**config.mk**
```make
export PLATFORM = sky130hd
export DESIGN_NAME = banked_regfile
export DESIGN_NICKNAME = d
export VERILOG_FILES = /design/src/rtl/banked_regfile.sv
export SDC_FILE = /design/constraint.sdc
export NUM_CORES = 2
export LEC_CHECK = 0
export CAP_MARGIN = 10
export CORE_ASPECT_RATIO = 1.1
export CORE_UTILIZATION = 36
export CTS_CLUSTER_SIZE = 16
export DETAILED_ROUTE_END_ITERATION = 8
export DONT_BUFFER_PORTS = 1
export GPL_TIMING_DRIVEN = 0
export HOLD_SLACK_MARGIN = 0.05
export SYNTH_ARGS = -nofsm -noshare
export SYNTH_HDL_FRONTEND = slang
export SYNTH_SLANG_ARGS = --single-unit
```
**constraint.sdc**
```tcl
create_clock -name clk -period 3.2 [get_ports clk]
set_clock_uncertainty 0.1 [all_clocks]
set_input_delay 0.64 -clock clk [delete_from_list [all_inputs] [get_ports clk]]
set_output_delay 0.64 -clock clk [all_outputs]
set_load 0.005 [all_outputs]
```
**src/rtl/banked_regfile.sv**
```systemverilog
// banked_regfile: register file with per-bank r[BANKED_LO..14], exception entry/return FSM and bank stack.
// Optional REGFILE_BYPASS_EN forwards same-cycle write data to reads.
module banked_regfile #(
    parameter int DATA_W = 32,
    parameter int NUM_BANKS = 4,
    parameter int NUM_RD = 4,
    parameter int BANKED_LO = 13,
    parameter int NEST_D = 4,
    localparam int BANK_W = (NUM_BANKS > 1) ? $clog2(NUM_BANKS) : 1
) (
    input  logic                     clk,
    input  logic                     rst,
    input  logic                     en,
    input  logic [4*NUM_RD-1:0]      i_rd_code,
    output logic [DATA_W*NUM_RD-1:0] o_rd_reg,
    input  logic [DATA_W-1:0]        i_pc_next,
    input  logic                     i_we_ex,
    input  logic [3:0]               i_wcode_ex,
    input  logic [DATA_W-1:0]        i_wdata_ex,
    input  logic                     i_we_wb,
    input  logic [3:0]               i_wcode_wb,
    input  logic [DATA_W-1:0]        i_wdata_wb,
    output logic                     o_pc_en,
    output logic [DATA_W-1:0]        o_pc_reg,
    input  logic                     i_exc_req,
    input  logic [BANK_W-1:0]        i_exc_bank,
    input  logic [DATA_W-1:0]        i_exc_ret,
    output logic                     o_exc_ack,
    input  logic                     i_ret_req,
    output logic                     o_ret_ack,
    output logic [DATA_W-1:0]        o_ret_pc,
    output logic [BANK_W-1:0]        o_bank,
    output logic                     o_busy,
    output logic                     o_nest_full
);
    localparam int SP_W = $clog2(NEST_D + 1);
    localparam logic [3:0] LO = 4'(BANKED_LO);
    localparam logic [3:0] R14 = 4'd14;
    localparam logic [3:0] PC = 4'd15;
    typedef enum logic [1:0] {IDLE, ENTER, RETURN} state_t;
    state_t state, state_n;
    // Arrays span all 16 codes; entries outside their range are never written and stay constant.
    logic [DATA_W-1:0] shr [16];
    logic [DATA_W-1:0] bnk [1<<BANK_W][16];
    logic [BANK_W-1:0] stk [1<<SP_W];
    logic [SP_W-1:0]   sp;
    logic [BANK_W-1:0] bank, lat_bank;
    logic [DATA_W-1:0] lat_ret, rd_v;
    logic [3:0]        rd_c;
    logic              full, take_exc, take_ret;
    assign full = sp == SP_W'(NEST_D);
    assign take_exc = state == IDLE && i_exc_req && !full;
    assign take_ret = state == IDLE && !i_exc_req && i_ret_req && sp != '0;
    always_comb begin
        state_n = take_exc ? ENTER : take_ret ? RETURN : IDLE;
    end
    always_comb begin
        o_rd_reg = '0;
        rd_c = '0;
        rd_v = '0;
        for (int k = 0; k < NUM_RD; k++) begin
            rd_c = i_rd_code[4*k +: 4];
            rd_v = rd_c == PC ? i_pc_next : rd_c < LO ? shr[rd_c] : bnk[bank][rd_c];
`ifdef REGFILE_BYPASS_EN
            if (en && rd_c != PC)
                rd_v = (i_we_ex && i_wcode_ex == rd_c) ? i_wdata_ex :
                       (i_we_wb && i_wcode_wb == rd_c) ? i_wdata_wb : rd_v;
`endif
            o_rd_reg[DATA_W*k +: DATA_W] = rd_v;
        end
    end
    assign o_pc_en = (i_we_ex && i_wcode_ex == PC) || (i_we_wb && i_wcode_wb == PC);
    assign o_pc_reg = (i_we_wb && i_wcode_wb == PC) ? i_wdata_wb : i_wdata_ex;
    assign o_exc_ack = !rst && en && state == ENTER;
    assign o_ret_ack = !rst && en && state == RETURN;
    assign o_ret_pc = bnk[bank][R14];
    assign o_bank = bank;
    assign o_busy = !rst && state != IDLE;
    assign o_nest_full = !rst && full;
    always_ff @(posedge clk) begin
        if (rst) begin
            for (int i = 0; i < 16; i++) shr[i] <= '0;
            for (int b = 0; b < (1<<BANK_W); b++)
                for (int i = 0; i < 16; i++) bnk[b][i] <= '0;
            for (int i = 0; i < (1<<SP_W); i++) stk[i] <= '0;
            sp <= '0;
            bank <= '0;
            lat_bank <= '0;
            lat_ret <= '0;
            state <= IDLE;
        end else if (en) begin
            // WB first so a colliding EX write lands last and wins.
            if (i_we_wb && i_wcode_wb != PC) begin
                if (i_wcode_wb < LO) shr[i_wcode_wb] <= i_wdata_wb;
                else bnk[bank][i_wcode_wb] <= i_wdata_wb;
            end
            if (i_we_ex && i_wcode_ex != PC) begin
                if (i_wcode_ex < LO) shr[i_wcode_ex] <= i_wdata_ex;
                else bnk[bank][i_wcode_ex] <= i_wdata_ex;
            end
            if (state == ENTER) begin
                bnk[lat_bank][R14] <= lat_ret;
                stk[sp] <= bank;
                sp <= sp + 1'b1;
                bank <= lat_bank;
            end
            if (state == RETURN) begin
                sp <= sp - 1'b1;
                bank <= stk[sp - 1'b1];
            end
            if (take_exc) begin
                lat_bank <= i_exc_bank;
                lat_ret <= i_exc_ret;
            end
            state <= state_n;
        end
    end
endmodule

```
# Yosys cells after proc, flatten, opt, wreduce, memory -nomap -nowiden
# Memory sizes are Yosys's and may differ from the RTL's. A register that Yosys moved wholly into a read port is not among the register bits.
# Index checks and enable logic that the tools add are counted.
# word_totals
reg_bits,41
latchBits,0
ramBits,2576
romBits,0
input_bits,161
out_inout_bits,199
word_cells,1170
mem_count,3
# memory_table
name,words,word_bits,rd,rd_clocked_by_memory_dff,wr,line,text
bnk,4,512,1,1,4,44,logic [DATA_W-1:0] bnk [1<<BANK_W][16];
shr,16,32,4,0,16,43,logic [DATA_W-1:0] shr [16];
stk,8,2,1,0,8,45,logic [BANK_W-1:0] stk [1<<SP_W];
# op_classes
n_addsub,2
mul,0
div_mod_pow,0
order_cmp,14
n_eq_ne,11
shift,0
muxes,586
bitwise_logic,518
reduce_logical,31
# op_table
op,count
512-bit two-way mux,5
512-bit OR reduction,2
32-bit two-way mux,21
1-bit two-way mux,539
32-bit binary-select mux with 4-bit select,4
1-bit bitwise OR,512
32-bit demux with 4-bit select,2
32-bit OR reduction,2
5-bit >= comparator (second input constant),6
4-bit inverter with 5-bit output,6
4-bit == test (second input constant),6
4-bit < comparator (second input constant),6
2-bit two-way mux,10
1-bit logical AND,16
5-bit by 1-bit < comparator with 1-bit output (second input constant),2
3-bit two-way mux,3
4-bit two-way mux,2
4-bit inequality test (second input constant),2
2-bit AND reduction,2
2-bit nonzero test,2
3-bit by 1-bit adder with 3-bit output (second input constant),1
3-bit == test (second input constant),1
1-bit logical NOT,3
3-bit nonzero test,1
other kinds (6),6

# Depth between registers and ports, before layout
# depth
ltp_word,9
ltp_mapped,9
depth_no_buf,7

# Worst setup path before layout
# Ideal clock, no wire load.
# synth_timing
kind,input to register
startpoint,input port i_wcode_ex[0]
endpoint,memory bnk[0][32] (netlist name) (enable)
arrival_time_ns,2.493
slack_ns,0.129
path_stages,7
n_path_buf,3
cell_sequence,buf_2 nand2b_1 nor3_1 buf_2 o21ai_1 clkbuf_1 nand2_1
# synth_rtl
item,line,text
from (decl),18,"input logic [3:0] i_wcode_ex,"
to (decl),44,

# Final worst setup path
# layout_timing
startpoint,input port i_rd_code[10]
endpoint,output port o_rd_reg[79]
# layout_between
elab_chain_cells,6
word_cells_on_any_way,9
classes_between,order compare (1); eq/ne (1); mux (5); bitwise (1); memory (1)
# layout_rtl
item,line,text
from (decl),14,"input logic [4*NUM_RD-1:0] i_rd_code,"
4-bit inverter with 5-bit output (implied by the code),63,rd_v = rd_c == PC ? i_pc_next : rd_c < LO ? shr[rd_c] : bnk[bank][rd_c];
32-bit binary-select mux with 4-bit select,63,
32-bit two-way mux (implied by the code) (2 in series),63,
32-bit two-way mux,63,
32-bit two-way mux *,63,
to (decl),15,"output logic [DATA_W*NUM_RD-1:0] o_rd_reg,"
# Every way passes the cells marked *; elsewhere a longest branch is shown, timed or not. The select of a mux whose other input is x is not followed.

==> results.sh <==
export IMPL_run_status="complete, but fails checks"
export IMPL_violations="DRC, capacitance limit, slew limit, setup timing"
export IMPL_htreeDepth=3
export IMPL_cp_start_kind="input pin"
export IMPL_setup_ws_ns=-0.8345
export IMPL_synth_edf_count=708
export IMPL_antenna_found_initial=53
export IMPL_ys_warn_count=0
export IMPL_ant_nets=0
export IMPL_rsz0062_at_grt="yes"
export IMPL_async_reset_ff_share_pct=0
export IMPL_syn_area_per_cell_sq_um=12.10
export IMPL_vias=49136
export IMPL_endpoint="o_rd_reg[79]"
export IMPL_cp_startpoint="i_rd_code[10]"
export IMPL_drc=1
export IMPL_final_layout_size_suffix_gt1_share_pct=31.05
export IMPL_power_density_nw_per_um2=454.7
export IMPL_core_area_sq_um=140000
export IMPL_final_cell_mix="708 x edfxtp_1, 448 x mux4_2, 416 x a22o_1, 401 x nand2_1, 227 x clkbuf_1"
export IMPL_mostFrequentLayoutCell="edfxtp_1"
export IMPL_clk_pin_slew_ns=0.06
export IMPL_cts_tree="built"
export IMPL_grt_max_degree=31
export IMPL_dieArea_sq_um=142400
export IMPL_die_width_um=359.9
export IMPL_setup_viol=137
export IMPL_p_switching_w=0.009353
export IMPL_hold_ws_ns=0.1337
export IMPL_track_usage_pct=48.13
export IMPL_grt_pass1_vias=45083
export IMPL_globalRouteOverflowTotal=0
export IMPL_fp_dieH_um=395.7
export IMPL_first_iter_violations=9949
export IMPL_p_seq_share_pct=42.0
export IMPL_synth_top_family_by_area="multiplexers"
export IMPL_synth_compound_area_share_pct=18.42
export IMPL_synthCells=4191
export IMPL_rr_worst_depth=7
export IMPL_arrival_ns=3.29
export IMPL_synth_adder_area_share_pct=0.1480
export IMPL_post_drt_wl_per_cell_um=54.15
export IMPL_period_needed_ns=4.034
export IMPL_vias_per_cell=7.556
export IMPL_maxCapViolCount=2
export IMPL_max_freq_ghz=0.2479
export IMPL_syn_to_final_growth_pct=22.00
export IMPL_ios=360
export IMPL_ir_drop_uv=408.1
export IMPL_fp_row_count=144
export IMPL_crit_path_max_fanout=10
export IMPL_slew_headroom_pct=-4.418
export IMPL_crit_reg2reg_launch="state[1]"
export IMPL_synth_seq_cells=751
export IMPL_synth_xor_area_share_pct=0.05180
export IMPL_first_pass_iters=9
export IMPL_synthMuxAreaShare_pct=25.26
export IMPL_p_leak_nw=20.83
export IMPL_dp_hpwl_um=262600
export IMPL_cts_made_buffers=85
export IMPL_final_core_util_pct=44.21
export IMPL_grt_pass1_wl_um=449100
export IMPL_clock_power_share_pct=34.9
export IMPL_root_buffer="clkbuf_16"
export IMPL_cp_end_kind="output pin"
export IMPL_fin_crit_sh_pct=126.1
export IMPL_clock_sinks=751
export IMPL_hold_viol=0
export IMPL_ys_seq_area_share_pct=43.61
export IMPL_worst_slew_pin_slew_ns=1.566
export IMPL_drt_total_wl_um=352100
export IMPL_power_frac_comb_pct=23.1
export IMPL_synth_simple_gate_area_share_pct=7.767
export IMPL_tns_ns=-68.07
export IMPL_rr_endpoint="bnk[1][47]"
export IMPL_start_util_pct=36.24
export IMPL_netSwitchingFraction_pct=33.24
export IMPL_critPathRequiredTime_ns=2.46
export IMPL_slew_viol_final=22
export IMPL_io_buffers=0
export IMPL_synth_cell_types=74
export IMPL_rrSetupSlack_ns=0.04
export IMPL_gp_congestion=1.089
export IMPL_path_class="input pin to output pin"
export IMPL_p_total_w=0.02814
export IMPL_ys_flop_type="edfxtp_1"
export IMPL_p_int_w=0.01879
export IMPL_holdCritPathClass="input pin to register"
export IMPL_clock_path_buffers=3
export IMPL_syn_cell_area_sq_um=50730
export IMPL_clk_latency_ns=0.72
export IMPL_fin_nets=4714
==> per-stage QoR <==
step | cells | instance area [sq um] | worst slack, ns
floorplan | 4210 | 50800 | 0.1287
global placement | 6035 | 53080 | -2.404
detailed placement | 6080 | 53970 | -2.094
CTS | 6402 | 60660 | -0.6323
global route | 6490 | 61850 | -0.6604
finish | 6503 | 61890 | -0.8345
==> flip-flops by register name (all words and copies together), names as in the netlist, named ones only <==
name,cells
o_bank,2
state,2
stk,16
lat_ret,32
shr,416
bnk,276
lat_bank,2
sp,3
==> worst max-delay path: stages <==
cell,delay (ns)
clkbuf_2,0.31
inv_4,0.42
buf_4,0.47
mux2i_1,0.26
o21ai_0,0.77
a31o_2,0.37
==> power groups by stage <==
stage / Combinational, W / Clock (W) / Sequential, W
global route: 0.00634 / 0.0100 / 0.0118
CTS: 0.00594 / 0.00974 / 0.0118
finish: 0.00649 / 0.00983 / 0.0118
detailed placement: 0.00533 / 0 / 0.0120
global placement: 0.00524 / 0 / 0.0120
floorplan: 0.00283 / 0 / 0.0117
==> cells by family after synthesis <==
group	Yosys count
other	1
flip-flops	751
AND/OR/NAND/NOR	876
adder cells (fa/ha/maj)	6
AO/OA/AOI/OAI	1286
multiplexers	710
buffers and inverters	558
XOR/XNOR	3
==> worst min-delay path by stage <==
stage                   start    endpoint  slack (ns)  depth (start not counted)
5_1_grt        i_wdata_wb[11]  shr[0][11]        0.12                          1
4_1_cts        i_wdata_wb[11]  shr[0][11]        0.06                          1
6_report       i_wdata_wb[11]  shr[0][11]        0.13                          1
2_1_floorplan        state[0]    state[0]        0.35                          2
3_3_place_gp         state[0]    state[0]        0.37                          2
3_5_place_dp         state[0]    state[0]        0.37                          2
==> synth_stat cells (17+ instances only) <==
cell type | number | share of area [%]
a31oi_1 | 75 | 0.92
nor3_1 | 25 | 0.25
and2_1 | 22 | 0.27
a31o_2 | 55 | 0.95
nor2b_1 | 32 | 0.39
buf_1 | 36 | 0.27
mux4_2 | 446 | 20
nand2_1 | 432 | 3.2
mux2i_1 | 187 | 3.7
o31ai_1 | 128 | 1.9
buf_4 | 23 | 0.34
o22ai_1 | 21 | 0.26
a22o_1 | 416 | 7.2
buf_2 | 138 | 1.4
clkbuf_1 | 317 | 2.3
a22oi_1 | 30 | 0.44
dfxtp_1 | 43 | 1.7
mux2_2 | 75 | 1.7
nor2_1 | 227 | 1.7
o22a_1 | 18 | 0.31
a21o_1 | 18 | 0.27
a21oi_1 | 139 | 1.4
inv_1 | 37 | 0.27
nand2b_1 | 42 | 0.52
edfxtp_1 | 708 | 42
a211o_1 | 17 | 0.29
o21ai_0 | 236 | 2.3
nand3b_1 | 22 | 0.33
a211oi_1 | 42 | 0.62
==> layer usage <==
layer  global-route usage, %  up-vias  part of all wire (%)
met4                   36.85       32                   9.8
met1                   58.03    25185                    35
met3                   23.21     1266                    16
met2                   65.62     4956                    39
met5                       0        -                 0.084
li1                        -    17697                     -
==> area by class of cell <==
class | instances | area [sq um]
well taps | 1825 | 2283
inverters | 40 | 161.4
flip-flops and latches | 751 | 22120
repair buffers | 254 | 2882
clock buffers | 104 | 2261
fillers | 12929 | 78110
clock inverters | 51 | 389.1
multi-input cells | 2901 | 28530
plain buffers | 514 | 3095
diodes | 63 | 157.7
==> repair_timing <==
action,4_1_cts,5_1_grt
buffers inserted,42,41
resized for setup,631,157
hold buffers,123,0
endpoints found under the setup margin,479,391
hold endpoints to repair,127,0
cloned,3,2
pin swaps,131,110
No activity file was read; power rests on OpenSTA's default activity.
